### src/rtl/srt_pkg.sv
// srt_pkg: shared types and sizing helpers for the radix-4 SRT divider.
//   state_t   - divider FSM states
//   digit_t   - signed quotient digit, range -DIGIT_MAX..DIGIT_MAX
//   srt_n()   - number of digit iterations for operand width w
//   srt_rw()  - partial remainder width for operand width w
package srt_pkg;

    typedef enum logic [1:0] {IDLE, NORM, ITER, FIX} state_t;

    typedef logic signed [2:0] digit_t;

    localparam int DIGIT_MAX = 2;

    function automatic int unsigned srt_n(input int unsigned w);
        return w / 2 + 1;
    endfunction

    function automatic int unsigned srt_rw(input int unsigned w);
        return 2 * w + 4;
    endfunction

endpackage

### src/rtl/srt_qsel.sv
// srt_qsel: combinational radix-4 quotient digit selection.
//   r   in   RW   signed partial remainder
//   dn  in   W    normalized divisor (MSB set)
//   j   in   JW   digit position; thresholds scale by 4^j
//   q   out  3    selected digit in -2..2
// Thresholds Dn*4^j/2 and 3*Dn*4^j/2 are compared exactly by doubling R,
// which keeps the half-integer threshold at j=0 exact.
module srt_qsel
    import srt_pkg::*;
#(
    parameter int unsigned W  = 8,
    parameter int unsigned RW = 2 * W + 4,
    parameter int unsigned JW = 3
) (
    input  logic signed [RW-1:0] r,
    input  logic        [W-1:0]  dn,
    input  logic        [JW-1:0] j,
    output digit_t               q
);

    logic signed [RW+1:0] r2;
    logic signed [RW+1:0] t1;
    logic signed [RW+1:0] t3;

    always_comb begin
        r2 = {r[RW-1], r, 1'b0};
        t1 = $signed({{(RW + 2 - W){1'b0}}, dn} << {j, 1'b0});
        t3 = t1 + (t1 <<< 1);
        if (r2 >= t3) begin
            q = digit_t'(DIGIT_MAX);
        end else if (r2 >= t1) begin
            q = digit_t'(1);
        end else if (r2 >= -t1) begin
            q = '0;
        end else if (r2 >= -t3) begin
            q = -digit_t'(1);
        end else begin
            q = -digit_t'(DIGIT_MAX);
        end
    end

endmodule

### src/rtl/srt_radix4_divider.sv
// srt_radix4_divider: sequential unsigned radix-4 SRT divider, one division in flight.
//   clk          in   1   clock, rising edge
//   rst          in   1   asynchronous active-high reset
//   start        in   1   request, sampled only in IDLE
//   dividend     in   W   unsigned X, captured on accept
//   divisor      in   W   unsigned D, captured on accept
//   busy         out  1   FSM not in IDLE
//   done         out  1   one-cycle pulse, results valid
//   quotient     out  W   floor(X/D); all-ones when D==0
//   remainder    out  W   X mod D; X when D==0
//   div_by_zero  out  1   D==0 for the current result
// Optional: define SRT_INVARIANT_CHECK_EN to compile simulation-only invariant
// assertions on the partial remainder and the Q/QM registers.
module srt_radix4_divider
    import srt_pkg::*;
#(
    parameter int unsigned W = 8
) (
    input  logic         clk,
    input  logic         rst,
    input  logic         start,
    input  logic [W-1:0] dividend,
    input  logic [W-1:0] divisor,
    output logic         busy,
    output logic         done,
    output logic [W-1:0] quotient,
    output logic [W-1:0] remainder,
    output logic         div_by_zero
);

    localparam int unsigned N   = srt_n(W);
    localparam int unsigned RW  = srt_rw(W);
    localparam int unsigned QW  = W + 3;
    localparam int unsigned LZW = $clog2(W);
    localparam int unsigned JW  = $clog2(N);

    state_t               state_q, state_d;
    logic [W-1:0]         x_q, d_q, dn_q;
    logic [LZW-1:0]       lz_q;
    logic signed [RW-1:0] r_q;
    logic [QW-1:0]        q_q, qm_q;
    logic [JW-1:0]        j_q;
    logic                 dz_q;

    // Normalizer
    logic [LZW-1:0]       lz;
    logic                 found;
    logic [W-1:0]         dn_norm;
    logic [RW-1:0]        x_ext;
    logic signed [RW-1:0] r_norm;

    always_comb begin
        lz    = '0;
        found = 1'b0;
        for (int i = 0; i < W; i++) begin
            if (!found) begin
                if (d_q[W-1-i]) found = 1'b1;
                else            lz    = lz + LZW'(1);
            end
        end
        dn_norm = d_q << lz;
        x_ext   = RW'(x_q);
        r_norm  = $signed(x_ext << lz);
    end

    // Digit selection and remainder update
    digit_t               digit;
    logic signed [2*W-1:0] dn_ext, mult;
    logic signed [RW-1:0] mult_rw, r_next;

    srt_qsel #(
        .W  (W),
        .RW (RW),
        .JW (JW)
    ) u_qsel (
        .r  (r_q),
        .dn (dn_q),
        .j  (j_q),
        .q  (digit)
    );

    always_comb begin
        dn_ext = $signed({{W{1'b0}}, dn_q});
        case (digit)
            3'sd2:   mult = dn_ext <<< 1;
            3'sd1:   mult = dn_ext;
            -3'sd1:  mult = -dn_ext;
            -3'sd2:  mult = -(dn_ext <<< 1);
            default: mult = '0;
        endcase
        mult_rw = {{(RW - 2 * W){mult[2*W-1]}}, mult};
        r_next  = r_q - (mult_rw <<< {j_q, 1'b0});
    end

    // On-the-fly conversion: Q holds the quotient, QM holds Q-1
    logic [QW-1:0] dq, q_next, qm_next;

    always_comb begin
        dq = {{(QW - 3){digit[2]}}, digit};
        if (!digit[2]) q_next = (q_q << 2) + dq;
        else           q_next = (qm_q << 2) + dq + QW'(4);
        if (digit[2] || digit == '0) qm_next = (qm_q << 2) + dq + QW'(3);
        else                         qm_next = (q_q << 2) + dq - QW'(1);
    end

    // Final correction: a negative remainder means Q overshot by one
    logic [RW-1:0] dn_rw, fix_val, fix_rem;

    always_comb begin
        dn_rw   = RW'(dn_q);
        fix_val = r_q[RW-1] ? $unsigned(r_q) + dn_rw : $unsigned(r_q);
        fix_rem = fix_val >> lz_q;
    end

    // FSM
    always_comb begin
        state_d = state_q;
        case (state_q)
            IDLE:    if (start) state_d = NORM;
            NORM:    state_d = (d_q == '0) ? FIX : ITER;
            ITER:    if (j_q == '0) state_d = FIX;
            FIX:     state_d = IDLE;
            default: state_d = IDLE;
        endcase
    end

    assign busy = (state_q != IDLE);

    always_ff @(posedge clk or posedge rst) begin
        if (rst) begin
            state_q     <= IDLE;
            x_q         <= '0;
            d_q         <= '0;
            dn_q        <= '0;
            lz_q        <= '0;
            r_q         <= '0;
            q_q         <= '0;
            qm_q        <= '0;
            j_q         <= '0;
            dz_q        <= 1'b0;
            done        <= 1'b0;
            quotient    <= '0;
            remainder   <= '0;
            div_by_zero <= 1'b0;
        end else begin
            state_q <= state_d;
            done    <= (state_q == FIX);
            case (state_q)
                IDLE: begin
                    if (start) begin
                        x_q <= dividend;
                        d_q <= divisor;
                    end
                end
                NORM: begin
                    dn_q <= dn_norm;
                    lz_q <= lz;
                    r_q  <= r_norm;
                    q_q  <= '0;
                    qm_q <= '0;
                    dz_q <= (d_q == '0);
                    j_q  <= JW'(N - 1);
                end
                ITER: begin
                    r_q  <= r_next;
                    q_q  <= q_next;
                    qm_q <= qm_next;
                    j_q  <= j_q - JW'(1);
                end
                FIX: begin
                    div_by_zero <= dz_q;
                    if (dz_q) begin
                        quotient  <= '1;
                        remainder <= x_q;
                    end else begin
                        quotient  <= r_q[RW-1] ? W'(qm_q) : W'(q_q);
                        remainder <= W'(fix_rem);
                    end
                end
                default: ;
            endcase
        end
    end

`ifdef SRT_INVARIANT_CHECK_EN
    logic [RW-1:0] chk_abs;
    logic [RW+2:0] chk_abs3, chk_bound;

    always_comb begin
        chk_abs   = r_next[RW-1] ? $unsigned(-r_next) : $unsigned(r_next);
        chk_abs3  = (RW + 3)'(chk_abs) * (RW + 3)'(3);
        chk_bound = ((RW + 3)'(dn_q) << {j_q, 1'b0}) << 1;
    end

    always @(posedge clk) begin
        if (!rst && state_q == ITER) begin
            assert (chk_abs3 <= chk_bound)
                else $error("srt: |R| bound violated at j=%0d", j_q);
        end
        if (!rst && state_q == FIX && !dz_q) begin
            assert (q_q - qm_q == QW'(1))
                else $error("srt: Q-QM != 1");
            assert (fix_rem < RW'(d_q))
                else $error("srt: remainder %0d not below divisor %0d", fix_rem, d_q);
        end
    end
`endif

endmodule
### config.mk
export PLATFORM = sky130hd
export DESIGN_NAME = srt_radix4_divider
export DESIGN_NICKNAME = d
export VERILOG_FILES = /design/src/rtl/srt_pkg.sv /design/src/rtl/srt_qsel.sv /design/src/rtl/srt_radix4_divider.sv
export SDC_FILE = /design/constraint.sdc
export NUM_CORES = 1
export LEC_CHECK = 0
export ABC_AREA = 1
export BUFFER_PORTS_ARGS = -buffer_cell sky130_fd_sc_hd__buf_2
export CORE_UTILIZATION = 50
export CTS_CLUSTER_SIZE = 16
export DETAILED_ROUTE_END_ITERATION = 10
export PLACE_DENSITY = 0.68
export SETUP_SLACK_MARGIN = 0.05
export SLEW_MARGIN = 20
export SYNTH_ARGS = -nofsm -noshare
export SYNTH_HDL_FRONTEND = slang
export SYNTH_SLANG_ARGS = --single-unit
### constraint.sdc
create_clock -name clk -period 8.8 [get_ports clk]
set_input_delay 1.76 -clock clk [delete_from_list [all_inputs] [get_ports clk]]
set_output_delay 1.76 -clock clk [all_outputs]
set_load 0.01 [all_outputs]
Word-level counts from Yosys, hierarchy flattened

Index checks and enable logic that the tools add are counted.

Flip-flop bits (word level): 87
Output and inout port bits: 19

Add/subtract/negate cells: 20
Order comparisons: 4
Eq/ne operators: 9
Shift-type cells: 5
Muxes and demuxes: 47
Reductions and logical operators: 9

Operator list:

| cell                                                          | count |
|---|---|
| 21-bit by 22-bit >= comparator with 1-bit output              | 4 |
| 16-bit case mux with 4 select lines                           | 1 |
| 3-bit 2-to-1 mux                                              | 17 |
| 22-bit negator                                                | 2 |
| 8-bit 2-to-1 mux                                              | 5 |
| 20-bit case mux with 2 select lines                           | 1 |
| 8-bit case mux with 2 select lines                            | 2 |
| 22-bit adder                                                  | 1 |
| 8-bit by 4-bit << shifter with 22-bit output                  | 1 |
| 3-bit by 1-bit adder with 3-bit output, second input constant | 7 |
| 20-bit by 8-bit adder with 20-bit output                      | 1 |
| 20-bit 2-to-1 mux                                             | 1 |
| 8-bit by 3-bit << shifter with 20-bit output                  | 1 |
| 20-bit by 3-bit >> shifter with 8-bit output                  | 1 |
| 16-bit by 4-bit <<< shifter with 20-bit output                | 1 |
| 20-bit subtractor                                             | 1 |
| 8-bit adder                                                   | 2 |
| 1-bit 2-to-1 mux                                              | 16 |
| 8-bit negator with 16-bit output                              | 1 |
| 9-bit negator with 16-bit output                              | 1 |
| 8-bit by 2-bit adder with 8-bit output, second input constant | 1 |
| 8-bit by 3-bit adder with 8-bit output, second input constant | 1 |
| 8-bit logical NOT                                             | 1 |
| 2-bit case mux with 4 select lines                            | 1 |
| 16 further kinds                                              | 23 |

Logic depth before layout (Yosys ltp)

Gate-level depths: netlist (run 1).

Word-level depth: 24
Depth in mapped cells: 62
Mapped depth without buffers: 62

Cells and area by module

A second synthesis (run 1) with hierarchy kept.

Cell total of the unflattened synthesis: 2,063
Area, all modules: 12,979.9 µm²

Modules (own cells, without submodules):

| module             | times used | cells each | area an instance (µm²) | sequential area each (µm²) |
|---|---|---|---|---|
| srt_radix4_divider | 1          | 1,285      | 8,200.4                | 2,177.1 |
| srt_qsel           | 1          | 778        | 4,779.6                | 0.0 |

Least setup slack after synthesis (run 1)

Ideal clock, no wire load.

Path type: register to register
From: register j_q[0]
To: register r_q[17]
Library setup time: 0.126 ns
Arrival time: 7.309 ns
Data required time: 8.674 ns
Path slack: 1.365 ns
Cell stages (with the launch flop): 54
Clock period less this slack: 7.435 ns
Cells stage by stage: dfrtp_1 -> buf_6 -> clkbuf_1 -> nand2_1 -> o21ai_0 -> nand2_1 -> nor2_1 -> inv_1 -> fa_1 -> nand2_1 -> nor2_1 -> inv_1 -> nor2_1 -> inv_1 -> a21oi_1 -> nand2_1 -> nor2_1 -> nand4_2 -> (+18 left out) -> inv_2 -> o22ai_1 -> nor2_1 -> nand2_1 -> a31oi_1 -> or2_2 -> ha_1 -> inv_1 -> nor3_1 -> nand3_1 -> o2111ai_1 -> nand2_1 -> o21ai_0 -> a21oi_1 -> o21ai_0 -> nand2_1 -> nand2_1 -> o21ai_0

Cells in the longest elaborated chain, start to end: 13
Elaborated cells on any way between the ends: 20

Ends and longest elaborated chain:

| item                                             | RTL line                  | text |
|---|---|---|
| from (decl)                                      | srt_radix4_divider.sv:42  | `logic [JW-1:0] j_q;` |
| from (signal assigned)                           | srt_radix4_divider.sv:162 | `j_q <= JW'(N - 1);` |
| from (signal assigned)                           | srt_radix4_divider.sv:168 | `j_q <= j_q - JW'(1);` |
| 8-bit by 4-bit << shifter with 22-bit output     | srt_qsel.sv:27            | `t1 = $signed({{(RW + 2 - W){1'b0}}, dn} << {j, 1'b0});` |
| 22-bit adder                                     | srt_qsel.sv:28            | `t3 = t1 + (t1 <<< 1);` |
| 22-bit negator                                   | srt_qsel.sv:35            | `end else if (r2 >= -t3) begin` |
| 21-bit by 22-bit >= comparator with 1-bit output | srt_qsel.sv:35            |  |
| 1-bit 2-to-1 mux                                 | srt_qsel.sv:35            |  |
| 3-bit 2-to-1 mux                                 | srt_qsel.sv:33            | `end else if (r2 >= -t1) begin` |
| 3-bit 2-to-1 mux                                 | srt_qsel.sv:31            | `end else if (r2 >= t1) begin` |
| 3-bit 2-to-1 mux                                 | srt_qsel.sv:29            | `if (r2 >= t3) begin` |
| 3-bit equality test (tied with other cells)      | srt_radix4_divider.sv:84  | `case (digit)` |
| 16-bit case mux with 4 select lines              | srt_radix4_divider.sv:84  |  |
| 16-bit by 4-bit <<< shifter with 20-bit output * | srt_radix4_divider.sv:92  | `r_next = r_q - (mult_rw <<< {j_q, 1'b0});` |
| 20-bit subtractor *                              | srt_radix4_divider.sv:92  |  |
| 20-bit case mux with 2 select lines *            | srt_radix4_divider.sv:148 | `case (state_q)` |
| to (signal assigned)                             | srt_radix4_divider.sv:158 | `r_q <= r_norm;` |
| to (signal assigned)                             | srt_radix4_divider.sv:165 | `r_q <= r_next;` |
| to (decl)                                        | srt_radix4_divider.sv:40  | `logic signed [RW-1:0] r_q;` |

Mark *: on every way between the ends. The rest lies on a longest branch, timed or not.
A chain may end at the register's enable or synchronous reset.

Worst setup path after layout (run 1)

From: register j_q[0]
To: register r_q[18]

Same word-level chain as after synthesis.

==> results of run 1 <==
worst paths after layout:
check,from,to,slack (ps),depth (start not counted)
worst max-delay path,j_q[0],r_q[18],720,55
worst min-delay path,div_by_zero,div_by_zero,480,2
worst max register to register,j_q[0],r_q[18],720,55
worst min register to register,div_by_zero,div_by_zero,480,2
max in group asynchronous,rst,j_q[0],6280,3
min in group asynchronous,rst,qm_q[0],1400,2
placed cells by master, fill, tap and decap left out, drive strengths merged, types with 58 or more instances in the layout:
cell type,n
nand2,496
inv,233
nor2,183
ha,173
o21ai,152
a21oi,144
buf,104
nand3,95
dfrtp,87
xor2,58
worst max-delay path, delay by kind of cell, from the launching register on:
kind | cells | cell delay [ps]
and+or+nand+nor | 23 | 2130
DFF | 1 | 440
adders and majority gates | 5 | 1580
buffers and inverters | 10 | 910
AOI/OAI and AO/OA | 16 | 2680
xor gates and xnor gates | 1 | 240
layout make-up:
cell class | count | share of cell area [%]
clock inverters | 6 | 0.425
inverters | 230 | 6.43
multi-input cells | 1493 | 67.2
well taps | 319 | 2.95
repair buffers | 104 | 5.11
clock buffers | 10 | 1.76
flip-flops and latches | 87 | 16.1
per-stage QoR:
| stage | instance area (sq um) | utilization (%) | instances | hold slack [ps] | worst slack [ps] |
|---|---|---|---|---|---|
| floorplan | 12200 | - | 1860 | 450 | 1370 |
| global placement | 13100 | 54.9 | 2223 | 451 | 327 |
| detailed placement | 13100 | 54.9 | 2223 | 457 | 214 |
| CTS | 13300 | 56.2 | 2239 | 477 | 176 |
| global route | 13600 | 57.0 | 2249 | 504 | 7.74 |
| finish | 13600 | 57.0 | 2249 | 477 | 720 |
cells by family (layout without fill, tap and decap cells):
group,after synthesis,after routing,share of synthesized area [%]
simple gates,843,843,30.4
flops,87,87,17.8
buf+inv,280,350,8.78
compound gates,387,387,17.8
fa+ha+maj,179,179,18.7
mux,4,4,0.358
xor+xnor,80,80,6.28
per-layer routing:
layer	GRT usage [%]	share of wire, %
met1	38.3	44
met2	52.6	47
met3	3.40	5.4
met4	12.8	3.6
met5	0	0
state kept, by name, indices dropped and copies added (netlist names):
name and count:
d_q 8, div_by_zero 1, dn_q 8, done 1, dz_q 1, j_q 3, lz_q 3, q_q 8
qm_q 8, quotient 8, r_q 20, remainder 8, state_q 2, x_q 8
timing repair:
item,4_1_cts,5_1_grt
setup buffers,0,10
endpoints found under the setup margin,0,15
gates resized for setup,0,44
==> summary.md, run 1 <==
| Metric | Value |
|---|---|
| Clk slew on worst S/H paths | 80 ps |
| Final setup viols | 0 |
| Share of the synthesized area in the top cell type | 17.8% |
| Worst setup SP type | flop |
| FMAX | 0.124 GHz |
| Clock Skews | 15.6 ps |
| Status | finished clean |
| Routability cong. | 1.01 |
| CP endpoint kind | flop |
| CTS Buf Count | 9 |
| Post-Synthesis Cell Area | 0.0122 sq mm |
| Commonest cells post-synth | nand2_1, inv_1, ha_1 |
| Die width | 158 um |
| Crit-path max cell delay | 560 ps |
| Fillcell total | 2348 |
| Root buffer cell | clkbuf_16 |
| Nets | around 2100 |
| Final WL | 37000 um |
| CTS HTree Levels | 3 |
| First-pass GRT wire length | 59000 um |
| Area leader, netlist | dfrtp_1 |
| Largest net degree at the start of global routing | 58 |
| CTS tree | yes |
| Total gr overflow | 0 |
| Number of diodes | 0 |
| DR vias/cell | 5.58 |
| DR vias | about 13000 |
| CTS Hold Bufs | 0 |
| Sink Count | 87 |
| Slowest-stage cell, CP | fa_2 |
| Die Footprint | 0.0251 sq mm |
| Ranking of synthesized cells by area | dfrtp_1, ha_1, nand2_1 |
| Post-Synthesis Cells | 1860 |
| Most used cell along the critical path | nand2_1 |
| Multi-input logic area | 0.00911 sq mm |
| DR iter-0 viols | roughly 850 |
| Final setup TNS | 0 ps |
| Period utilization | 91.8% |
| Syn_nets | 2058 |
| Worst hold path type | flop to flop |
| Most used flip-flop cell after synthesis | dfrtp_1 |
| Slew Viols, Final | 0 |
| Ys Warns | 0 |
| Share of post-route cells with drive strength above 1 | roughly 12% |
| WL/cell | 16.5 um |
| Vias in the first global route | 11853 |
| Worst skew pair latency | 360 ps |
| Sequential fraction of the synthesis area | 17.8% |
| Starting Density | about 50% |
| Post-synth EDFFs | 0 |
| RSZ-0062 raised after global routing | false |
| Cell Rows | 56 |
| Worst-Margin Slew | 874 ps |
| Register Area | 0.00218 sq mm |
| Final hold vios | 0 |
| Final min period | 8080 ps |
| Die height | roughly 160 um |
| HPWL after DPL | 30200 um |
| Post-synth ARST share | 100% |
| Required @ worst endpoint | around 9100 ps |
| Placeable Area | about 0.024 sq mm |
| Max-slew headroom | 41.6% |
| Routed Antenna Nets | 0 |
| FF+latch count, synth | 87 |
| CP max FO | 18 |
| Area delta synth->final | 10.7% |
| Netlist cell types | 66 |
| Arrival time at the worst endpoint | 8360 ps |
| Initial antenna violation count | 0 |
| WS Path Type | flop to flop |
| Count leader, synth | nand2_1 |
| Buffers from clock root to sink, at most | 2 |
| GRT Util Overall | between 30% and 40% |
| Drt drc | 0 |
| Max Cap Viol | 0 |
| Syn Area/Cell | 6.58 sq um |
| IO Port Bufs | 37 |
| Drt first pass iters | 5 |
| # IOs | 38 |
Power of run 1 is not shown: default switching activity piles up to over one toggle a cycle in this logic, so the estimate is an artifact.
==> run 2: changes to the inputs <==
==> constraint.sdc (replaced) <==
create_clock -name clk -period 7.9 [get_ports clk]
set_input_delay 1.58 -clock clk [delete_from_list [all_inputs] [get_ports clk]]
set_output_delay 1.58 -clock clk [all_outputs]
set_load 0.01 [all_outputs]
==> run 2 against run 1 <==
- final cell count rose by 5.3%
- critical path depth fell by 2
- sequential share of layout area fell by 1.8 points
- non-clock buffer count rose by 120
- utilization rose by 7.1 points
- worst hold slack got worse by 5.7 ps
- sequential cell count did not move
- clock skew fell by 6.8 ps
==> summary.md, run 2 (synthesized netlist as in run 1, its figures left out) <==
| Metric | Value |
|---|---|
| Pre-CTS setup slack | -461 ps |
| Setup crit start | j_q[0] |
| RSZ-0062 raised after global routing | true |
| IO Port Bufs | 37 |
| Root buffer cell | clkbuf_16 |
| Max reg flops | 20 |
| Most frequent cells in the layout | nand2_1, inv_1, buf_4 |
| Die Footprint | 0.0251 sq mm |
| CTS Buf Count | 9 |
| Final setup TNS | 0 ps |
| Sink Count | between 80 and 90 |
| Fillcell total | ~2200 |
| Final Cell Area | 0.0152 sq mm |
| Max Cap Viol | 0 |
| Reg with most FFs | r_q |
| Final WL | 40200 um |
| Most used cell along the critical path | nand2_2 |
| Worst R2R End | r_q[19] |
| CTS tree | yes |
| Slew Viols, Final | 0 |
| Drt drc | 0 |
| Nets | approximately 2200 |
| Starting Density | around half |
| Period utilization | 97.5% |
| WL/cell | ~17 um |
| Total gr overflow | 0 |
| Arrival time at the worst endpoint | 8000 ps |
| Drt first pass iters | 5 |
| Register Area | 0.00218 sq mm |
| Dpl cell area | around 0.014 sq mm |
| WS Path Type | flop to flop |
| Crit-path max cell delay | 570 ps |
| DR vias/cell | 5.57 |
| First-pass GRT wire length | 61200 um |
| # IOs | 38 |
| Worst skew pair latency | 360 ps |
| CP Capture Point | r_q[19] |
| Worst setup SP type | flop |
| Final setup viols | 0 |
| Final min period | approximately 7700 ps |
| HPWL after DPL | 31800 um |
| Commonest non-fill, non-tap cell in the layout | nand2_1 |
| Largest net degree at the start of global routing | 58 |
| Multi-input logic area | roughly 0.0099 sq mm |
| Die width | between 150 and 200 um |
| Slowest-stage cell, CP | fa_2 |
| RR Startpoint | j_q[0] |
| Number of diodes | 0 |
| Area delta synth->final | 24.4% |
| Required @ worst endpoint | 8200 ps |
| Fin util | roughly 64% |
| Routed Antenna Nets | 0 |
| Cell Rows | 56 |
| Share of post-route cells with drive strength above 1 | 23.8% |
| Clock Skews | 8.87 ps |
| Status | finished clean |
| Reg2reg setup slack | roughly 200 ps |
| Final hold vios | 0 |
| CP endpoint kind | flop |
| Clk slew on worst S/H paths | about 70 ps |
| Buffers from clock root to sink, at most | 2 |
| Worst-Margin Slew | 917 ps |
| Initial antenna violation count | 0 |
| Die height | 158 um |
| Routability cong. | between 0.9 and 1 |
| Vias in the first global route | around 12000 |
| CTS Hold Bufs | 0 |
| Max-slew headroom | 38.7% |
| DR vias | roughly 13000 |
| DR iter-0 viols | between 800 and 900 |
| CP max FO | 6 |
| Worst Reg-to-Reg Cells | 53 |
| Worst hold path type | flop to flop |
| Placeable Area | between 0.02 and 0.025 sq mm |
| Setup WS post-layout | 197 ps |
| FMAX | 0.130 GHz |
| GRT Util Overall | 31.8% |
| CTS HTree Levels | 3 |
run 2: cell count changes in the layout (fill, tap and decap cells not counted), sizes merged:
cell	before	now
buf	104	224
bufinv	0	1
inv	233	231
clkinvlp	0	1
run 2: layout make-up:
type | instances | share of cell area, %
repair buffers | 224 | 10.5
inverters | 230 | 5.77
flip-flops and latches | 87 | 14.3
multi-input cells | 1493 | 64.7
clock inverters | 6 | 0.493
clock buffers | 10 | 1.57
well taps | 319 | 2.62
run 2: worst min-delay path by stage:
stage | startpoint | to | slack [ps] | depth (start not counted)
5_1_grt | qm_q[6] | qm_q[6] | 510 | 2
3_3_place_gp | div_by_zero | div_by_zero | 450 | 2
3_5_place_dp | div_by_zero | div_by_zero | 460 | 2
4_1_cts | div_by_zero | div_by_zero | 470 | 2
2_1_floorplan | qm_q[6] | qm_q[6] | 450 | 2
6_report | div_by_zero | div_by_zero | 470 | 2
run 2: per-layer routing:
metal	up-vias	GRT usage [%]	part of all wire, %
met5	-	0	0
met4	0	13.1	4.4
met3	87	3.24	4.6
met2	349	56.6	49
met1	6212	38.9	42
li1	6556	-	-
run 2: critical path: cells and delay by family (launching register included):
family | cells | cell delay, ps
xor gates and xnor gates | 2 | 320
DFF | 1 | 410
and+or+nand+nor | 25 | 2720
adders and majority gates | 5 | 1540
buffers and inverters | 9 | 690
AOI/OAI and AO/OA | 12 | 1940
run 2: what timing repair did:
item / CTS / global route
setup endpoints to repair: 10 / 16
setup buffers: 4 / 20
cloned: 0 / 1
pin swaps: 7 / 72
resized for setup: 31 / 199
run 2: stage by stage:
stage          hold slack [ps]  instances
2_1_floorplan              450       1860
3_3_place_gp               449       2328
3_5_place_dp               455       2328
4_1_cts                    473       2348
5_1_grt                    510       2369
6_report                   472       2369
Power of run 2 is left out for the same reason.
==> run 3: changes to the inputs <==
--- a/config.mk
+++ b/config.mk
@@ -7,10 +7,12 @@
 export LEC_CHECK = 0
 export ABC_AREA = 1
 export BUFFER_PORTS_ARGS = -buffer_cell sky130_fd_sc_hd__buf_2
-export CORE_UTILIZATION = 50
+export CELL_PAD_IN_SITES_DETAIL_PLACEMENT = 0
+export CELL_PAD_IN_SITES_GLOBAL_PLACEMENT = 1
+export CORE_UTILIZATION = 47
 export CTS_CLUSTER_SIZE = 16
 export DETAILED_ROUTE_END_ITERATION = 10
-export PLACE_DENSITY = 0.68
+export PLACE_DENSITY = 0.88
 export SETUP_SLACK_MARGIN = 0.05
 export SLEW_MARGIN = 20
 export SYNTH_ARGS = -nofsm -noshare
==> run 3 against run 2 <==
- routed wire length grew 0.64%
- sequential cell count is the same
- non-clock buffer count shrank 3
==> summary.md, run 3 (synthesized netlist as in run 1, its figures left out) <==
| Metric | Value |
|---|---|
| Status | finished clean |
| CP endpoint kind | flop |
| Nets | 2240 |
| Clk slew on worst S/H paths | 70 ps |
| Drt drc | 0 |
| Required @ worst endpoint | 8180 ps |
| CTS HTree Levels | 3 |
| Slew Viols, Final | 0 |
| Die height | around 160 um |
| Placeable Area | 0.0254 sq mm |
| Max-slew headroom | roughly two fifths |
| DR vias | around 13000 |
| Routability cong. | approximately 0.96 |
| Area delta synth->final | 22.2% |
| IO Port Bufs | 37 |
| Starting Density | about half |
| Max Cap Viol | 0 |
| Max reg flops | 20 |
| Most frequent cells in the layout | nand2_1, inv_1, buf_4 |
| CP max FO | 6 |
| GRT Util Overall | 30.4% |
| Final setup viols | 0 |
| CTS tree | yes |
| Total gr overflow | 0 |
| Die width | 163 um |
| Period utilization | 97.2% |
| WL/cell | 17.0 um |
| Cell Rows | 58 |
| RSZ-0062 raised after global routing | true |
| Most used cell along the critical path | nand2_1 |
| DR vias/cell | 5.52 |
| Worst hold path type | flop to flop |
| Crit-path max cell delay | 460 ps |
| Clock Skews | 11.2 ps |
| Setup WS post-layout | ~220 ps |
| Worst setup SP type | flop |
| WS Path Type | flop to flop |
| CTS Hold Bufs | 0 |
| Number of diodes | 0 |
| Final hold vios | 0 |
| Arrival time at the worst endpoint | between 7000 and 8000 ps |
| Initial antenna violation count | 0 |
| Most crowded layer after global routing | met2 |
| FMAX | 0.130 GHz |
| Pre-CTS setup slack | -315 ps |
| Met3 GRT Util | 2.41% |
| Drt first pass iters | 7 |
| CTS Buf Count | 9 |
| # IOs | 38 |
| Root buffer cell | clkbuf_16 |
| Worst-Margin Slew | 873 ps |
| Final min period | 7680 ps |
| Commonest non-fill, non-tap cell in the layout | nand2_1 |
| Largest net degree at the start of global routing | 63 |
| Share of post-route cells with drive strength above 1 | 21.8% |
| Die Footprint | 0.0267 sq mm |
| DR iter-0 viols | approximately 880 |
| Vias in the first global route | 12514 |
| Slowest-stage cell, CP | dfrtp_2 |
| Reg with most FFs | r_q |
| GR Layer Usage met2 | 54.1% |
| Worst skew pair latency | 350 ps |
| First-pass GRT wire length | 63100 um |
| Routed Antenna Nets | 0 |
| Final WL | 40400 um |
| Sink Count | 87 |
| Met1 usage | 37.4% |
| HPWL after DPL | 32600 um |
| Buffers from clock root to sink, at most | 2 |
-- run 3: cell types whose count changed in the layout (fill, tap and decap cells not counted), moves of 6 or more --
| cell | change |
|---|---|
| inv_1 | +7 |
| ha_2 | +7 |
| a21oi_2 | -7 |
| ha_4 | -10 |
| a21oi_1 | +6 |
| nand2_1 | +15 |
| nand2_2 | -14 |
-- run 3: critical path: cells and delay by family, from the launching register on --
family | cells | cell delay (ps)
compound gates | 13 | 1860
xor+xnor | 2 | 310
fa+ha+maj | 5 | 1160
buf+inv | 13 | 960
flops | 1 | 460
simple gates | 26 | 2860
-- run 3: final timing paths --
kind | start | to | slack [ps] | depth (start not counted)
min in group asynchronous | rst | qm_q[6] | 1200 | 2
setup / recovery | j_q[0] | r_q[18] | 220 | 59
hold / removal | div_by_zero | div_by_zero | 470 | 2
hold reg to reg | div_by_zero | div_by_zero | 470 | 2
max in group asynchronous | rst | j_q[0] | 5480 | 3
setup reg to reg | j_q[0] | r_q[18] | 220 | 59
-- run 3: cell type report --
cell class                 count  area (sq um)
tap                          330           413
clock buffer                  10           229
sequential                    87          2180
timing repair buffer         221          1600
clock inverter                 5          58.8
fill                        2446         10400
multi-input combinational   1493          9610
inverter                     230           871
-- run 3: repair_timing --
action                     CTS  global route
buffers inserted             4            18
resized for setup           36           140
setup endpoints to repair   11            17
gates cloned                 0             1
pin swaps                   11            52
-- run 3: layer usage --
| layer | up-vias | wire, um |
|---|---|---|
| li1 | 6543 | - |
| met1 | 6118 | 17100 |
| met2 | 363 | 19800 |
| met3 | 98 | 1760 |
| met4 | 0 | 1780 |
| met5 | - | 0 |
-- run 3: stage by stage --
| stage | cells | area [sq um] | utilization (%) | hold WS, ps | setup TNS, ps |
|---|---|---|---|---|---|
| after detailed placement | 2339 | 13900 | 54.6 | 455 | -1250 |
| after global routing | 2376 | 15000 | 58.9 | 522 | -2030 |
| final | 2376 | 15000 | 58.9 | 471 | 0 |
| after CTS | 2358 | 14300 | 56.3 | 472 | 0 |
| after global placement | 2339 | 13900 | 54.6 | 450 | -183 |
| after floorplan | 1860 | 12200 | - | 450 | 0 |
Power of run 3 is left out for the same reason.
